**config.mk**
```make
export PLATFORM = sky130hd
export DESIGN_NAME = edf_queue_scheduler
export DESIGN_NICKNAME = d
export VERILOG_FILES = /design/src/rtl/memoredf_sched_pkg.sv /design/src/rtl/edf_queue_scheduler_min_select.sv /design/src/rtl/edf_queue_scheduler.sv
export SDC_FILE = /design/constraint.sdc
export NUM_CORES = 1
export LEC_CHECK = 0
export BUFFER_PORTS_ARGS = -buffer_cell sky130_fd_sc_hd__buf_2
export CORE_MARGIN = 1.5
export CORE_UTILIZATION = 50
export CTS_BUF_LIST = sky130_fd_sc_hd__clkbuf_8
export DETAILED_ROUTE_END_ITERATION = 10
export GPL_TIMING_DRIVEN = 0
export PLACE_DENSITY = 0.75
export SETUP_SLACK_MARGIN = 0.1
export SLEW_MARGIN = 20
export SYNTH_ARGS = -nofsm -noshare
export SYNTH_HDL_FRONTEND = slang
export SYNTH_SLANG_ARGS = --single-unit
export TNS_END_PERCENT = 100
```
**constraint.sdc**
```tcl
create_clock -name clock -period 10.2 [get_ports clock]
set_clock_uncertainty 0.1 [all_clocks]
set_input_delay 1.02 -clock clock [delete_from_list [all_inputs] [get_ports clock]]
set_output_delay 1.02 -clock clock [all_outputs]
set_load 0.05 [all_outputs]
```
**src/rtl/memoredf_sched_pkg.sv**
```systemverilog
// Shared types and defaults for the EDF queue scheduler.
package memoredf_sched_pkg;

  localparam int unsigned DEF_NUM_QUEUES     = 4;
  localparam int unsigned DEF_DATA_WIDTH     = 8;
  localparam int unsigned DEF_DEADLINE_WIDTH = 16;
  localparam int unsigned DEF_PERIOD         = 100;

  typedef enum logic [1:0] {
    IDLE  = 2'd0,
    ISSUE = 2'd1,
    HOLD  = 2'd2
  } state_t;

  // Index width for a queue count of at least two.
  function automatic int unsigned idx_width(input int unsigned n);
    return (n < 2) ? 1 : $clog2(n);
  endfunction

endpackage

```
**src/rtl/edf_queue_scheduler_min_select.sv**
```systemverilog
// Combinational argmin over remaining times of the non-empty queues.
module edf_min_select
  import memoredf_sched_pkg::*;
#(
  parameter int unsigned NUM_QUEUES     = DEF_NUM_QUEUES,
  parameter int unsigned DEADLINE_WIDTH = DEF_DEADLINE_WIDTH,
  parameter int unsigned IDX_W          = idx_width(DEF_NUM_QUEUES)
) (
  input  logic [NUM_QUEUES-1:0][DEADLINE_WIDTH-1:0] remaining,
  input  logic [NUM_QUEUES-1:0]                     valid,
  output logic [IDX_W-1:0]                          winner,
  output logic                                      anyValid
);

  logic [DEADLINE_WIDTH-1:0] best;

  // Strict less-than keeps the lowest index on ties.
  always_comb begin
    winner   = '0;
    anyValid = 1'b0;
    best     = '0;
    for (int i = 0; i < int'(NUM_QUEUES); i++) begin
      if (valid[i] && (!anyValid || (remaining[i] < best))) begin
        winner   = IDX_W'(i);
        best     = remaining[i];
        anyValid = 1'b1;
      end
    end
  end

endmodule

```
**src/rtl/edf_queue_scheduler.sv**
```systemverilog
// Earliest-deadline-first arbiter draining per-requester queues onto one
// valid/ready output; per-queue deadline counters reload on service.
module edf_queue_scheduler
  import memoredf_sched_pkg::*;
#(
  parameter int unsigned NUM_QUEUES     = DEF_NUM_QUEUES,
  parameter int unsigned DATA_WIDTH     = DEF_DATA_WIDTH,
  parameter int unsigned DEADLINE_WIDTH = DEF_DEADLINE_WIDTH,
  parameter int unsigned DEFAULT_PERIOD = DEF_PERIOD,
  localparam int unsigned IDX_W         = idx_width(NUM_QUEUES)
) (
  input  logic                             clock,
  input  logic                             reset,
  input  logic [NUM_QUEUES*DATA_WIDTH-1:0] queueValue,
  input  logic [NUM_QUEUES-1:0]            queueEmpty,
  output logic [NUM_QUEUES-1:0]            queueConsume,
  input  logic [DEADLINE_WIDTH-1:0]        periodIn,
  input  logic [NUM_QUEUES-1:0]            periodWrite,
  output logic [DATA_WIDTH-1:0]            dataOut,
  output logic                             dataOutValid,
  input  logic                             dataOutReady,
  output logic [IDX_W-1:0]                 grantId,
  output logic                             idle
);

  state_t state_q, state_d;

  logic [NUM_QUEUES-1:0][DEADLINE_WIDTH-1:0] period_q;
  logic [NUM_QUEUES-1:0][DEADLINE_WIDTH-1:0] remaining_q;
  logic [NUM_QUEUES-1:0][DATA_WIDTH-1:0]     entries;

  logic [IDX_W-1:0]      winner;
  logic                  any_valid;
  logic [NUM_QUEUES-1:0] consume_d;
  logic [IDX_W-1:0]      grant_d;
  logic [DATA_WIDTH-1:0] dout_d;

  assign entries = queueValue;

  edf_min_select #(
    .NUM_QUEUES     (NUM_QUEUES),
    .DEADLINE_WIDTH (DEADLINE_WIDTH),
    .IDX_W          (IDX_W)
  ) u_min_select (
    .remaining (remaining_q),
    .valid     (~queueEmpty),
    .winner    (winner),
    .anyValid  (any_valid)
  );

  // Period registers and saturating deadline counters; reload beats decrement.
  always_ff @(posedge clock or posedge reset) begin
    if (reset) begin
      for (int i = 0; i < int'(NUM_QUEUES); i++) begin
        period_q[i]    <= DEADLINE_WIDTH'(DEFAULT_PERIOD);
        remaining_q[i] <= DEADLINE_WIDTH'(DEFAULT_PERIOD);
      end
    end else begin
      for (int i = 0; i < int'(NUM_QUEUES); i++) begin
        if (periodWrite[i]) begin
          period_q[i] <= periodIn;
        end
        if ((state_q == ISSUE) && (grantId == IDX_W'(i))) begin
          remaining_q[i] <= period_q[i];
        end else if (remaining_q[i] != '0) begin
          remaining_q[i] <= remaining_q[i] - DEADLINE_WIDTH'(1);
        end
      end
    end
  end

  // Next-state and next-output logic.
  always_comb begin
    state_d   = state_q;
    consume_d = '0;
    grant_d   = grantId;
    dout_d    = dataOut;
    case (state_q)
      IDLE: begin
        if (any_valid) begin
          state_d   = ISSUE;
          grant_d   = winner;
          consume_d = NUM_QUEUES'(1) << winner;
        end
      end
      ISSUE: begin
        state_d = HOLD;
        dout_d  = entries[grantId];
      end
      HOLD: begin
        if (dataOutReady) begin
          state_d = IDLE;
        end
      end
      default: state_d = IDLE;
    endcase
  end

  // State and registered outputs; the pop strobe lands in the ISSUE cycle.
  always_ff @(posedge clock or posedge reset) begin
    if (reset) begin
      state_q      <= IDLE;
      queueConsume <= '0;
      grantId      <= '0;
      dataOut      <= '0;
      dataOutValid <= 1'b0;
      idle         <= 1'b1;
    end else begin
      state_q      <= state_d;
      queueConsume <= consume_d;
      grantId      <= grant_d;
      dataOut      <= dout_d;
      dataOutValid <= (state_d == HOLD);
      idle         <= (state_d == IDLE);
    end
  end

endmodule
```
==> flow_summary_export.csv <==
group,metric,value,unit
run_status,status,"complete, no violations",
finish,drive_gt1_frac,0.271,
detailed_routing,wire_per_inst,17.4,um
worst_setup_path,worstSetupPathType,"input port to flip-flop",
timing,hold_viol,0,
finish,seqCellArea,3680,sq um
detailed_routing,drc_errors,0,
clock_tree,cts_max_level,4,
worst_setup_path,crit_path_start_kind,"input port",
finish,multi_input_area,4440,sq um
detailed_routing,wl,20.0,mm
clock_tree,hold_buffers,0,
timing,rsz0062_at_grt,"false",
global_routing,grt_pass1_vias,6427,
power_and_ir_drop,clock_power_share,0.161,
detailed_routing,drt_iter0_drc,363,
timing,layout_min_cycle_time,8.33,ns
detailed_routing,vias,6580,
worst_setup_path,crit_required,10.46,ns
finish,final_nets,1025,
clock_tree,clk_transition_reported_paths,0.09,ns
global_routing,track_usage,0.240,
placed_design,dpl.hpwl,15.2,mm
synthesis,synth.ff_latch_count,146,
synthesis,synth_edf_count,0,
synthesis,ys_warn_count,0,
synthesis,synth_fp_nets,935,
worst_hold_path,hold_path_class,"flip-flop to flip-flop",
placed_design,place_congestion,0.891,
finish,num-fill-cells,1474,
timing,slew_headroom,0.365,
floorplanning,initial_utilization,0.510,
finish,final_util,0.573,
clock_tree,cts_setup_buffers,0,
placed_design,portBuffers,70,
clock_tree,cts_resized,0,
worst_setup_path,worstSetupEndpointType,"flip-flop",
detailed_routing,dr.pass1.iters,5,
synthesis,async_flop_share,1.00,
synthesis,ys_types,59,
power_and_ir_drop,netSwitchingPower,1.20,mW
floorplanning,die_x,133,um
placed_design,pre_cts_slack,1.62,ns
timing,drv_slew,0,
clock_tree,cts_made_buffers,17,
power_and_ir_drop,pwr-share-comb,0.481,
floorplanning,placeableCoreArea,16500,sq um
synthesis,avgSynthCellArea,10.2,sq um
clock_tree,numClockSinks,146,
detailed_routing,post_drt_via_cell_ratio,5.72,
floorplanning,die_area,17600,sq um
synthesis,yosysMostFrequentCell,"dfrtp_1",
floorplanning,rows,47,
timing,setup_slack,1.87,ns
synthesis,syn-instance-count,827,
clock_tree,clockBufferDepth,2,
floorplanning,io_pins,75,
worst_setup_path,arrival,8.59,ns
global_routing,grt_pass1_wl,32.9,mm
global_routing,grt_start_max_net_pins,84,
power_and_ir_drop,p_seq_frac,0.357,
synthesis,ys_seq_area_frac,0.437,
power_and_ir_drop,switching_share,0.433,
clock_tree,cts_tree,"yes",
power_and_ir_drop,intPower,1.56,mW
synthesis,synth_top_area_cell,"dfrtp_1",
global_routing,grt_remaining_overflow,0,
power_and_ir_drop,power_density,291,nW/um^2
clock_tree,cts-root-buf,"clkbuf_8",
finish,n_antenna_cell,0,
synthesis,synth.top_cells.by_count,"dfrtp_1 (121), mux2_2 (96), nand2_1 (84)",
global_routing,antenna_found_initial,0,
power_and_ir_drop,p_leak,3.98,nW
worst_setup_path,crit_fanout,10,
timing,fmax,0.120,GHz
floorplanning,die_h,133,um
synthesis,synth_top_area_share,0.359,
timing,period_share,0.816,
synthesis,synth_flop_cell,"dfrtp_1",
timing,setup_violations,0,
run,cap_viol_max_count,0,
power_and_ir_drop,ir_drop,0.161,mV
timing,worstMarginPinSlew,0.944,ns
timing,setup_tns,0,ns
clock_tree,worstSkewPairLatency,0.48,ns
synthesis,synth_area,8430,sq um
finish,area_delta_synth_final,12.3,%
timing,whs,0.372,ns
synthesis,synth.area.top_cells,"dfrtp_1 (36%), mux2_2 (13%), dfstp_2 (7.8%)",
detailed_routing,ant_nets,0,
metal layers:
metal,part of all wire,GRT usage,wire length [um]
met5,0,0,0
met4,0.025,0.0977,505
met3,0.050,0.0521,1000
met2,0.47,0.389,9340
met1,0.46,0.313,9140
power groups by stage:
| stage | logic [mW] | clock network (mW) | registers (mW) |
|---|---|---|---|
| after CTS | 1.33 | 0.452 | 0.980 |
| after detailed placement | 1.32 | 0 | 0.990 |
| after floorplan | 0.930 | 0 | 1.05 |
| final | 1.33 | 0.445 | 0.986 |
| after global routing | 1.49 | 0.478 | 1.02 |
| after global placement | 1.27 | 0 | 0.984 |
area by class of cell:
type / count / share of cell area
multi-input combinational: 603 / 0.469
sequential: 146 / 0.389
timing repair buffer: 71 / 0.0399
tap: 220 / 0.0291
clock buffer: 18 / 0.0262
inverter: 46 / 0.0190
clock inverter: 14 / 0.0139
buffer: 32 / 0.0139
worst paths after layout:
path,slack (ns),startpoint,depth (start not counted),end
worst max-delay path,1.87,queueEmpty[0],27,queueConsume[1]$_DFF_PP0_
worst min-delay path,0.37,period_q[22]$_DFFE_PP1P_,2,remaining_q[22]$_DFFE_PP1P_
worst max register to register,2.71,remaining_q[5]$_DFFE_PP1P_,24,queueConsume[1]$_DFF_PP0_
worst min register to register,0.37,period_q[22]$_DFFE_PP1P_,2,remaining_q[22]$_DFFE_PP1P_
max in group asynchronous,8.76,reset,3,remaining_q[53]$_DFFE_PP1P_
min in group asynchronous,0.47,reset,2,period_q[4]$_DFFE_PP0P_
state kept, by name (all words and copies together) (netlist names):
signal and count:
period_q 64, remaining_q 64, dataOut 8, queueConsume 4, grantId 2, state_q 2, dataOutValid 1, idle 1
critical path, cell delays in order:
cell,delay (ns)
buf_2,0.14
clkbuf_1,0.34
clkbuf_1,0.32
nand2b_1,0.20
ha_1,0.26
a211oi_1,0.22
o21bai_1,0.10
a22oi_1,0.33
a21oi_1,0.19
nor2_1,0.60
buf_2,0.39
mux2_2,0.38
ha_1,0.29
nand2_1,0.07
nor3_1,0.42
a22oi_1,0.21
and3_1,0.22
a21oi_2,0.40
buf_2,0.36
mux2_2,0.38
ha_1,0.29
nand4_1,0.14
nor3_1,0.24
o31ai_1,0.14
nor4_1,0.35
o21ai_0,0.24
nor4_1,0.31
cells in the final DEF, fill, tap and decap left out, drive strengths merged, types with 25 or more instances in the layout:
cell and n:
dfrtp 121, mux2 96, nand2 84, buf 79, nor2 53, inv 50, ha 49, o21ai 45
a21oi 44, clkbuf 42, nor3 32, dfstp 25
metrics by stage:
stage	area [sq um]	power, mW	instances
finish	9470	2.76	1150
global route	9470	2.98	1150
CTS	9470	2.76	1150
detailed placement	9090	2.31	1118
global placement	9050	2.25	1117
floorplan	8430	1.98	827
kinds of logic (layout without fill, tap and decap cells):
| logic type | Yosys count | count (layout) | share of synthesized area |
|---|---|---|---|
| compound gates | 156 | 156 | 0.114 |
| simple gates | 263 | 263 | 0.157 |
| flops | 146 | 146 | 0.437 |
| fa+ha+maj | 49 | 49 | 0.0728 |
| buf+inv | 78 | 181 | 0.0361 |
| xor+xnor | 24 | 24 | 0.0249 |
| mux | 111 | 111 | 0.158 |
No activity file was read; power rests on OpenSTA's default activity.
